$ cat config.mk
export PLATFORM = sky130hd
export DESIGN_NAME = sync_fifo_param_flat
export DESIGN_NICKNAME = d
export VERILOG_FILES = /design/src/rtl/fifo_pkg.sv /design/src/rtl/sync_fifo_param_if.sv /design/src/rtl/fifo_ram_dp.sv /design/src/rtl/sync_fifo_param.sv /design/src/flat_wrapper.sv
export SDC_FILE = /design/constraint.sdc
export NUM_CORES = 1
export LEC_CHECK = 0
export ABC_AREA = 1
export CORE_AREA = 2 2 317 319
export CTS_CLUSTER_SIZE = 12
export DETAILED_ROUTE_END_ITERATION = 8
export DIE_AREA = 0 0 319 321
export PLACE_DENSITY = 0.69
export SYNTH_ARGS = -nofsm -noshare
export SYNTH_HDL_FRONTEND = slang
export SYNTH_SLANG_ARGS = --single-unit
$ cat constraint.sdc
create_clock -name clk -period 10.6 [get_ports clk]
set_input_delay 3.18 -clock clk [delete_from_list [all_inputs] [get_ports clk]]
set_output_delay 3.18 -clock clk [all_outputs]
set_load 0.03 [all_outputs]
$ cat src/rtl/fifo_pkg.sv
// Shared definitions for the parametrised FIFO family: read-mode constants,
// default threshold levels and a constant-foldable ceil(log2) helper.
package fifo_pkg;

  localparam int FWFT_MODE  = 1;
  localparam int REG_MODE   = 0;
  localparam int DEF_AE_LVL = 1;

  function automatic int clog2(input int value);
    int r;
    r = 0;
    while ((1 << r) < value) r++;
    return r;
  endfunction

endpackage

$ cat src/rtl/sync_fifo_param_if.sv
// Write/read/status bundle of sync_fifo_param. The master drives the requests,
// the slave (the FIFO) drives data and status back.
interface sync_fifo_param_if #(
  parameter int W  = 77,
  parameter int AW = 4
);
  // wr_en/rd_en are requests, not handshakes: a write lands only when wr_full
  // was low on that edge, a read pops only when rd_empty was low.
  logic          flush;
  logic          wr_en;
  logic [W-1:0]  wr_data;
  logic          wr_full;
  logic          wr_afull;
  logic          rd_en;
  logic [W-1:0]  rd_data;
  logic          rd_empty;
  logic          rd_aempty;
  logic [AW:0]   count;
  logic          ovf;
  logic          udf;

  modport master (
    output flush, wr_en, wr_data, rd_en,
    input  wr_full, wr_afull, rd_data, rd_empty, rd_aempty, count, ovf, udf
  );

  modport slave (
    input  flush, wr_en, wr_data, rd_en,
    output wr_full, wr_afull, rd_data, rd_empty, rd_aempty, count, ovf, udf
  );
endinterface

$ cat src/rtl/fifo_ram_dp.sv
// Storage array for the FIFO: one synchronous write port, one asynchronous
// read port, no reset so it maps onto distributed RAM or a register file.
module fifo_ram_dp
  import fifo_pkg::*;
#(
  parameter  int W  = 77,
  parameter  int DP = 16,
  localparam int AW = clog2(DP)
)(
  input  logic          clk,
  input  logic          we,
  input  logic [AW-1:0] waddr,
  input  logic [W-1:0]  wdata,
  input  logic [AW-1:0] raddr,
  output logic [W-1:0]  rdata
);

  logic [W-1:0] mem [DP];

  always_ff @(posedge clk) begin
    if (we) mem[waddr] <= wdata;
  end

  assign rdata = mem[raddr];

endmodule

$ cat src/rtl/sync_fifo_param.sv
// Single-clock FIFO with programmable almost-full/empty levels, occupancy count,
// synchronous flush, sticky overflow/underflow and show-ahead or registered read.
module sync_fifo_param
  import fifo_pkg::*;
#(
  parameter int W      = 77,
  parameter int DP     = 16,
  parameter int FWFT   = FWFT_MODE,
  parameter int AF_LVL = DP - 1,
  parameter int AE_LVL = DEF_AE_LVL
)(
  input  logic             clk,
  input  logic             reset,
  sync_fifo_param_if.slave bus
);

  localparam int          AW   = clog2(DP);
  localparam logic [AW:0] DP_C = DP[AW:0];
  localparam logic [AW:0] AF_C = AF_LVL[AW:0];
  localparam logic [AW:0] AE_C = AE_LVL[AW:0];

  logic [AW:0]  wr_ptr, rd_ptr, cnt_q;
  logic [AW:0]  wr_ptr_nxt, rd_ptr_nxt, cnt_nxt;
  logic         wr_ok, rd_ok;
  logic         full_q, afull_q, empty_q, aempty_q, ovf_q, udf_q;
  logic [W-1:0] ram_rd;

  // Acceptance looks only at registered flags, so a full FIFO never passes a
  // same-cycle write through a read, and flush overrides both requests.
  always_comb begin
    wr_ok      = bus.wr_en & ~full_q & ~bus.flush;
    rd_ok      = bus.rd_en & ~empty_q & ~bus.flush;
    wr_ptr_nxt = wr_ptr + {{AW{1'b0}}, wr_ok};
    rd_ptr_nxt = rd_ptr + {{AW{1'b0}}, rd_ok};
    if (bus.flush) begin
      wr_ptr_nxt = '0;
      rd_ptr_nxt = '0;
    end
    cnt_nxt = wr_ptr_nxt - rd_ptr_nxt;
  end

  always_ff @(posedge clk or posedge reset) begin
    if (reset) begin
      wr_ptr   <= '0;
      rd_ptr   <= '0;
      cnt_q    <= '0;
      full_q   <= 1'b0;
      afull_q  <= 1'b0;
      empty_q  <= 1'b1;
      aempty_q <= 1'b1;
      ovf_q    <= 1'b0;
      udf_q    <= 1'b0;
    end else begin
      wr_ptr   <= wr_ptr_nxt;
      rd_ptr   <= rd_ptr_nxt;
      cnt_q    <= cnt_nxt;
      full_q   <= (cnt_nxt == DP_C);
      afull_q  <= (cnt_nxt >= AF_C);
      empty_q  <= (cnt_nxt == '0);
      aempty_q <= (cnt_nxt <= AE_C);
      ovf_q    <= ~bus.flush & (ovf_q | (bus.wr_en & full_q));
      udf_q    <= ~bus.flush & (udf_q | (bus.rd_en & empty_q));
    end
  end

  fifo_ram_dp #(.W(W), .DP(DP)) u_ram (
    .clk   (clk),
    .we    (wr_ok),
    .waddr (wr_ptr[AW-1:0]),
    .wdata (bus.wr_data),
    .raddr (rd_ptr[AW-1:0]),
    .rdata (ram_rd)
  );

  generate
    if (FWFT != 0) begin : g_show_ahead
      assign bus.rd_data = ram_rd;
    end else begin : g_registered
      logic [W-1:0] rd_data_q;
      always_ff @(posedge clk or posedge reset) begin
        if (reset)      rd_data_q <= '0;
        else if (rd_ok) rd_data_q <= ram_rd;
      end
      assign bus.rd_data = rd_data_q;
    end
  endgenerate

  assign bus.wr_full   = full_q;
  assign bus.wr_afull  = afull_q;
  assign bus.rd_empty  = empty_q;
  assign bus.rd_aempty = aempty_q;
  assign bus.count     = cnt_q;
  assign bus.ovf       = ovf_q;
  assign bus.udf       = udf_q;

endmodule

$ cat src/flat_wrapper.sv
// flat-port wrapper written by rule: the top's interface ports become plain ports
module sync_fifo_param_flat import fifo_pkg::*;
#(
  parameter int W      = 77,
  parameter int DP     = 16,
  parameter int FWFT   = FWFT_MODE,
  parameter int AF_LVL = DP - 1,
  parameter int AE_LVL = DEF_AE_LVL
)
  (clk, reset, bus_flush, bus_wr_en, bus_wr_data, bus_rd_en, bus_wr_full, bus_wr_afull, bus_rd_data, bus_rd_empty, bus_rd_aempty, bus_count, bus_ovf, bus_udf);
  sync_fifo_param_if #(.W(W), .AW((4))) bus_i ();
  input  logic clk;
  input  logic reset;
  input wire logic [$bits(bus_i.flush)-1:0] bus_flush;
  input wire logic [$bits(bus_i.wr_en)-1:0] bus_wr_en;
  input wire logic [$bits(bus_i.wr_data)-1:0] bus_wr_data;
  input wire logic [$bits(bus_i.rd_en)-1:0] bus_rd_en;
  output wire logic [$bits(bus_i.wr_full)-1:0] bus_wr_full;
  output wire logic [$bits(bus_i.wr_afull)-1:0] bus_wr_afull;
  output wire logic [$bits(bus_i.rd_data)-1:0] bus_rd_data;
  output wire logic [$bits(bus_i.rd_empty)-1:0] bus_rd_empty;
  output wire logic [$bits(bus_i.rd_aempty)-1:0] bus_rd_aempty;
  output wire logic [$bits(bus_i.count)-1:0] bus_count;
  output wire logic [$bits(bus_i.ovf)-1:0] bus_ovf;
  output wire logic [$bits(bus_i.udf)-1:0] bus_udf;
  assign bus_i.flush = bus_flush;
  assign bus_i.wr_en = bus_wr_en;
  assign bus_i.wr_data = bus_wr_data;
  assign bus_i.rd_en = bus_rd_en;
  assign bus_wr_full = bus_i.wr_full;
  assign bus_wr_afull = bus_i.wr_afull;
  assign bus_rd_data = bus_i.rd_data;
  assign bus_rd_empty = bus_i.rd_empty;
  assign bus_rd_aempty = bus_i.rd_aempty;
  assign bus_count = bus_i.count;
  assign bus_ovf = bus_i.ovf;
  assign bus_udf = bus_i.udf;
  sync_fifo_param #(.W(W), .DP(DP), .FWFT(FWFT), .AF_LVL(AF_LVL), .AE_LVL(AE_LVL)) u_core (.clk(clk), .reset(reset), .bus(bus_i));
endmodule
==> impl_metrics.py, run 1 <==
metrics = {
    "clock_network": {
        "cts_root_buf": "clkbuf_16",
        "worst_skew_pair.late_latency_ns": 0.72,
        "cts_resized": 0,
        "cts_tree": "yes",
        "ctsHoldBuffers": 0,
        "post-cts-setup-buffers": 0,
        "htree_levels": 4,
        "cts_buffers": 131,
        "cts.path.max_buffers": 3,
        "clock-sinks": 1253,
        "clkSlewWorstSetupHoldPaths_ns": 0.05,
    },
    "timing": {
        "hold_violations": 0,
        "period_needed_ns": 8.30,
        "finClkSkew_ns": 0.0145,
        "finalSetupViolCount": 0,
        "hold_slack_ns": 0.508,
        "tightest_slew_ns": 1.24,
        "fmaxAchievable_ghz": 0.120,
        "tns_ns": 0,
        "rsz0062_at_grt": "no",
        "relSlewSlack_pct": 17.3,
        "final_max_slew_viol_count": 0,
        "period_share_pct": 78.3,
    },
    "logic_synthesis": {
        "ys_warn_count": 0,
        "netlist_area_um2": 49100,
        "yosys.area.top_type": "edfxtp_1",
        "yosysSeqAreaShare_pct": 76.4,
        "syn_inst": 3846,
        "synth_fp_nets": 3937,
        "ys_seq_elements": 1253,
        "synthTopCellsByArea": "edfxtp_1 75%, nand2_1 7.4%, nor2_1 3.8%",
        "synth_flop_cell": "edfxtp_1",
        "synth_edf_count": 1232,
        "async_reset_ff_share_pct": 1.68,
        "syn_avg_cell_area_um2": 12.8,
        "synth_top_area_share_pct": 75.3,
        "synth_cell_types": 27,
        "yosysMostFrequentCell": "edfxtp_1",
        "synth_common_cells": "1232 x edfxtp_1, 968 x nand2_1, 493 x nor2_1",
    },
    "setup_path": {
        "crit_type": "reg -> out",
        "critPathLaunchType": "register",
        "cp-end-kind": "output pin",
        "ff2ff_path_depth": 11,
        "r2r-start": "u_core.rd_ptr[1]",
        "r2r-end": "u_core.bus.rd_empty",
        "cp_max_fo": 102,
        "cp.required_ns": 7.42,
        "reg2reg_setup_slack_ns": 6.95,
        "critPathArrivalTime_ns": 5.12,
    },
    "min_path": {
        "min_path_cells": 2,
        "hold_path_class": "reg -> reg",
        "holdPathEnd": "u_core.bus.ovf",
        "min_from": "u_core.bus.ovf",
    },
    "floorplan": {
        "coreArea_um2": 99300,
        "die_w_um": 319,
        "fp.dieArea_um2": 102000,
        "ioPinCount": 170,
        "die_y_um": 321,
        "rows": 116,
        "start_util_pct": 49.5,
    },
    "power_and_ir_drop": {
        "cellPowerDensity_nw_per_um2": 195,
        "p_leak_uw": 0.0186,
        "irDropWorstVdd_v": 0.000154,
    },
    "final_layout": {
        "utilization_pct": 56.1,
        "syn_to_final_growth_pct": 13.4,
        "final_design_area_no_fill_um2": 55700,
        "fillers": 7909,
        "layout-drive-gt1-share_pct": 5.72,
        "nets": 4052,
    },
    "route": {
        "vias": 30700,
        "drc": 0,
        "drtIter0Drc": 3801,
        "firstDrtPassIters": 6,
        "final_antenna_net_count": 0,
        "wire_per_inst_um": 23.0,
        "wl_um": 123000,
        "vias_per_cell": 5.75,
    },
    "placed_design": {
        "dp.final_hpwl_um": 57800,
        "port_buffers": 169,
        "gp_congestion": 0.742,
        "post_dp_cell_area_um2": 51900,
    },
    "job": {
        "maxCapViolCount": 0,
    },
    "status": {
        "status": "completed",
    },
    "global_routing": {
        "grt_usage_pct": 23.7,
        "antenna_found_initial": 10,
        "overflow": 0,
        "grt_max_degree": 225,
        "grt_pass1_wl_um": 182000,
        "grt_pass1_vias": 29600,
    },
}
-- area by class of cell --
type / count / area [um2] / area share (%)
Clock buffer: 177 / 3560 / 6.38
Timing Repair Buffer: 219 / 2140 / 3.84
Multi-Input combinational cell: 2330 / 10500 / 18.8
Inverter: 26 / 123 / 0.220
Tap cell: 1298 / 1620 / 2.91
Sequential cell: 1253 / 37500 / 67.4
Clock inverter: 31 / 245 / 0.440
Antenna cell: 2 / 5.00 / 0.00898
-- sequential cells by signal, summed over array words and instances, names as in the netlist --
signal and flops:
u_core.bus.count 5, u_core.bus.ovf 1, u_core.bus.rd_aempty 1, u_core.bus.rd_empty 1
u_core.bus.udf 1, u_core.bus.wr_afull 1, u_core.bus.wr_full 1, u_core.rd_ptr 5
u_core.u_ram.mem 1232, u_core.wr_ptr 5
-- where the power goes --
part	total, uW	internal [uW]	switching, uW
clock	4180	2370	1810
sequential	5530	5500	29.0
combinational	1150	345	807
total	10900	8210	2650
-- through the flow --
stage	setup WS [ns]	std cells	power, uW
3_5_place_dp	3.06	5126	6790
3_3_place_gp	3.02	5126	6770
4_1_cts	2.29	5334	10900
2_1_floorplan	3.13	3846	6350
6_report	2.30	5336	10900
5_1_grt	1.97	5335	11200
-- worst max path at each step --
stage          slack (ns)             start                endpoint
4_1_cts              2.29  u_core.rd_ptr[1]         bus_rd_data[75]
2_1_floorplan        3.13         bus_flush  u_core.u_ram.mem[0][0]
5_1_grt              1.97  u_core.rd_ptr[1]         bus_rd_data[75]
3_3_place_gp         3.02  u_core.rd_ptr[1]         bus_rd_data[75]
6_report             2.30  u_core.rd_ptr[1]         bus_rd_data[75]
3_5_place_dp         3.06  u_core.rd_ptr[1]         bus_rd_data[75]
-- layer usage --
| layer | share of wire [%] | GRT usage [%] | up-vias |
|---|---|---|---|
| met5 | 0.069 | 0 | - |
| met4 | 2.4 | 7.90 | 14 |
| met3 | 8.3 | 4.22 | 208 |
| met2 | 48 | 38.7 | 1277 |
| met1 | 41 | 32.4 | 15200 |
| li1 | - | - | 14000 |
-- cells by family (layout without fill, tap and decap cells) --
group / count (synthesis) / count (layout) / synth area share (%)
compound gates: 680 / 680 / 7.83
xor+xnor: 4 / 4 / 0.0713
fa+ha+maj: 9 / 9 / 0.245
buf+inv: 263 / 453 / 2.50
flops: 1253 / 1253 / 76.4
other cells: 0 / 2 / 0
simple gates: 1637 / 1637 / 13.0
-- critical path: stages (launching register included) --
cell             delay, ns
dfrtp_4               0.88
buf_4                 0.76
buf_4                 1.02
o21ai_0               0.19
o21ai_0               0.25
nor2_1                0.07
o21ai_1               0.41
clkdlybuf4s50_1       0.76
-- cells in the final DEF, fill, tap and decap left out, drive strengths merged --
cell type	n
inv	31
clkbuf	177
nand3	171
nand4	3
fa	1
nor3	2
nand2	968
a31oi	152
dfstp	2
clkinvlp	1
a21oi	7
a21o	2
buf	50
o211ai	99
dfrtp	19
clkdlybuf4s50	169
ha	8
xor2	2
diode	2
clkinv	24
o22ai	1
edfxtp	1232
xnor2	2
bufinv	1
nor2	493
o21ai	419
Power figures use the tool's default switching activity.
==> run 2: changes to the inputs <==
- clock period: 10.6 -> 8.6 ns (I/O delays scaled with it)
==> run 2 against run 1 <==
Hold slack lost 0.011 ns. Register-to-register slack lost 2.1 ns. Non-clock buffer count increased by 1. Power is 23% higher. Via count down 0.47%. Clock skew about the same. Routed wire length decreased by 1.9%. Clock power is 23% higher. Cell area is 0.32% higher. Critical path type unchanged.
==> impl_metrics.py, run 2 (same netlist as run 1, synthesis figures left out) <==
metrics = {
    "setup_path": {
        "cp_max_fo": 85,
        "cp-end-kind": "output pin",
        "crit_type": "reg -> out",
        "critPathArrivalTime_ns": 4.52,
        "cp.required_ns": 6.02,
        "critPathLaunchType": "register",
    },
    "final_layout": {
        "layout-drive-gt1-share_pct": 5.73,
        "nets": 4052,
        "final_common_cell": "edfxtp_1",
        "largest_register_ffs": 1232,
        "mostFrequentLayoutCells": "1232 x edfxtp_1, 968 x nand2_1, 477 x nor2_1, 327 x o21ai_0, 171 x nand3_1",
        "final_design_area_no_fill_um2": 55900,
        "utilization_pct": 56.3,
        "syn_to_final_growth_pct": 13.8,
        "regMostFlops": "u_core.u_ram.mem",
    },
    "clock_network": {
        "ctsHoldBuffers": 0,
        "worst_skew_pair.late_latency_ns": 0.73,
        "post-cts-setup-buffers": 0,
        "cts_resized": 0,
        "cts_buffers": 130,
        "clock-sinks": 1253,
        "cts.path.max_buffers": 3,
        "cts_tree": "yes",
        "clkSlewWorstSetupHoldPaths_ns": 0.06,
        "htree_levels": 4,
        "cts_root_buf": "clkbuf_16",
    },
    "placed_design": {
        "port_buffers": 169,
        "gp_congestion": 0.747,
        "post_dp_cell_area_um2": 52100,
        "dp.final_hpwl_um": 57200,
    },
    "timing": {
        "final_max_slew_viol_count": 0,
        "relSlewSlack_pct": 9.87,
        "tns_ns": 0,
        "fmaxAchievable_ghz": 0.141,
        "period_needed_ns": 7.10,
        "rsz0062_at_grt": "no",
        "hold_violations": 0,
        "tightest_slew_ns": 1.35,
        "finClkSkew_ns": 0.0144,
        "hold_slack_ns": 0.496,
        "period_share_pct": 82.6,
        "finalSetupViolCount": 0,
    },
    "route": {
        "wl_um": 120000,
        "final_antenna_net_count": 0,
        "vias": 30500,
        "drtIter0Drc": 3791,
        "drc": 0,
        "vias_per_cell": 5.72,
        "wire_per_inst_um": 22.5,
        "firstDrtPassIters": 6,
    },
    "floorplan": {
        "start_util_pct": 49.5,
        "die_w_um": 319,
        "coreArea_um2": 99300,
        "ioPinCount": 170,
        "rows": 116,
        "fp.dieArea_um2": 102000,
        "die_y_um": 321,
    },
    "power_and_ir_drop": {
        "fin_total_pwr_uw": 13400,
        "irDropWorstVdd_v": 0.000174,
        "p_leak_uw": 0.0186,
        "cellPowerDensity_nw_per_um2": 239,
    },
    "global_routing": {
        "grt_pass1_vias": 28900,
        "antenna_found_initial": 8,
        "grt_usage_pct": 23.2,
        "grt_pass1_wl_um": 179000,
        "grt_max_degree": 183,
        "overflow": 0,
    },
    "status": {
        "status": "completed",
    },
    "job": {
        "maxCapViolCount": 0,
    },
    "min_path": {
        "hold_path_class": "reg -> reg",
    },
}
==> run 2: cell types whose count changed in the layout (fill, tap and decap cells not counted), sizes merged <==
cell      change
clkbuf       -17
clkinv       +14
diode         +2
buf           +1
bufinv        +1
clkinvlp      -1
==> run 2: final cells by class <==
cell class | count | area, um2
sequential | 1253 | 37500
timing repair buffer | 220 | 2270
inverter | 26 | 123
tap | 1298 | 1620
fill | 7844 | 43400
antenna | 4 | 10.0
multi-input combinational | 2330 | 10500
clock buffer | 160 | 3430
clock inverter | 45 | 415
==> run 2: metrics by stage <==
stage / cells / setup WS, ns
after floorplan: 3846 / 1.73
after global placement: 5127 / 2.33
after detailed placement: 5127 / 2.32
after CTS: 5332 / 1.54
after global routing: 5333 / 1.29
final: 5336 / 1.50
==> run 2: critical path: stages (launching register included) <==
cell             delay, ns
dfrtp_4               0.81
buf_4                 0.63
buf_4                 0.77
nand2_1               0.12
nand3_1               0.13
nand2_1               0.06
a31oi_1               0.19
o21ai_0               0.12
nand2_1               0.18
clkdlybuf4s50_1       0.70
==> run 2: power breakdown <==
| group | total [uW] | leakage (uW) | switching, uW | internal [uW] |
|---|---|---|---|---|
| Combinational | 1410 | 0.00541 | 986 | 428 |
| Sequential | 6810 | 0.0114 | 35.7 | 6780 |
| Clock | 5160 | 0.00187 | 2260 | 2900 |
==> run 2: worst paths after layout <==
check,start,endpoint,slack [ns],cells after the start
setup reg to reg,u_core.rd_ptr[0],u_core.bus.rd_empty,4.90,12
max in group asynchronous,reset,u_core.rd_ptr[3],5.65,2
hold reg to reg,u_core.bus.udf,u_core.bus.udf,0.50,2
setup / recovery,u_core.rd_ptr[0],bus_rd_data[62],1.50,9
hold / removal,u_core.bus.udf,u_core.bus.udf,0.50,2
min in group asynchronous,reset,u_core.bus.udf,2.33,2
==> run 2: metal layers <==
metal	part of all wire, %	vias up	track usage (%)
met1	43	15100	33.1
met5	0.032	-	0
li1	-	14000	-
met2	47	1191	37.3
met3	7.2	186	3.65
met4	2.2	6	6.78
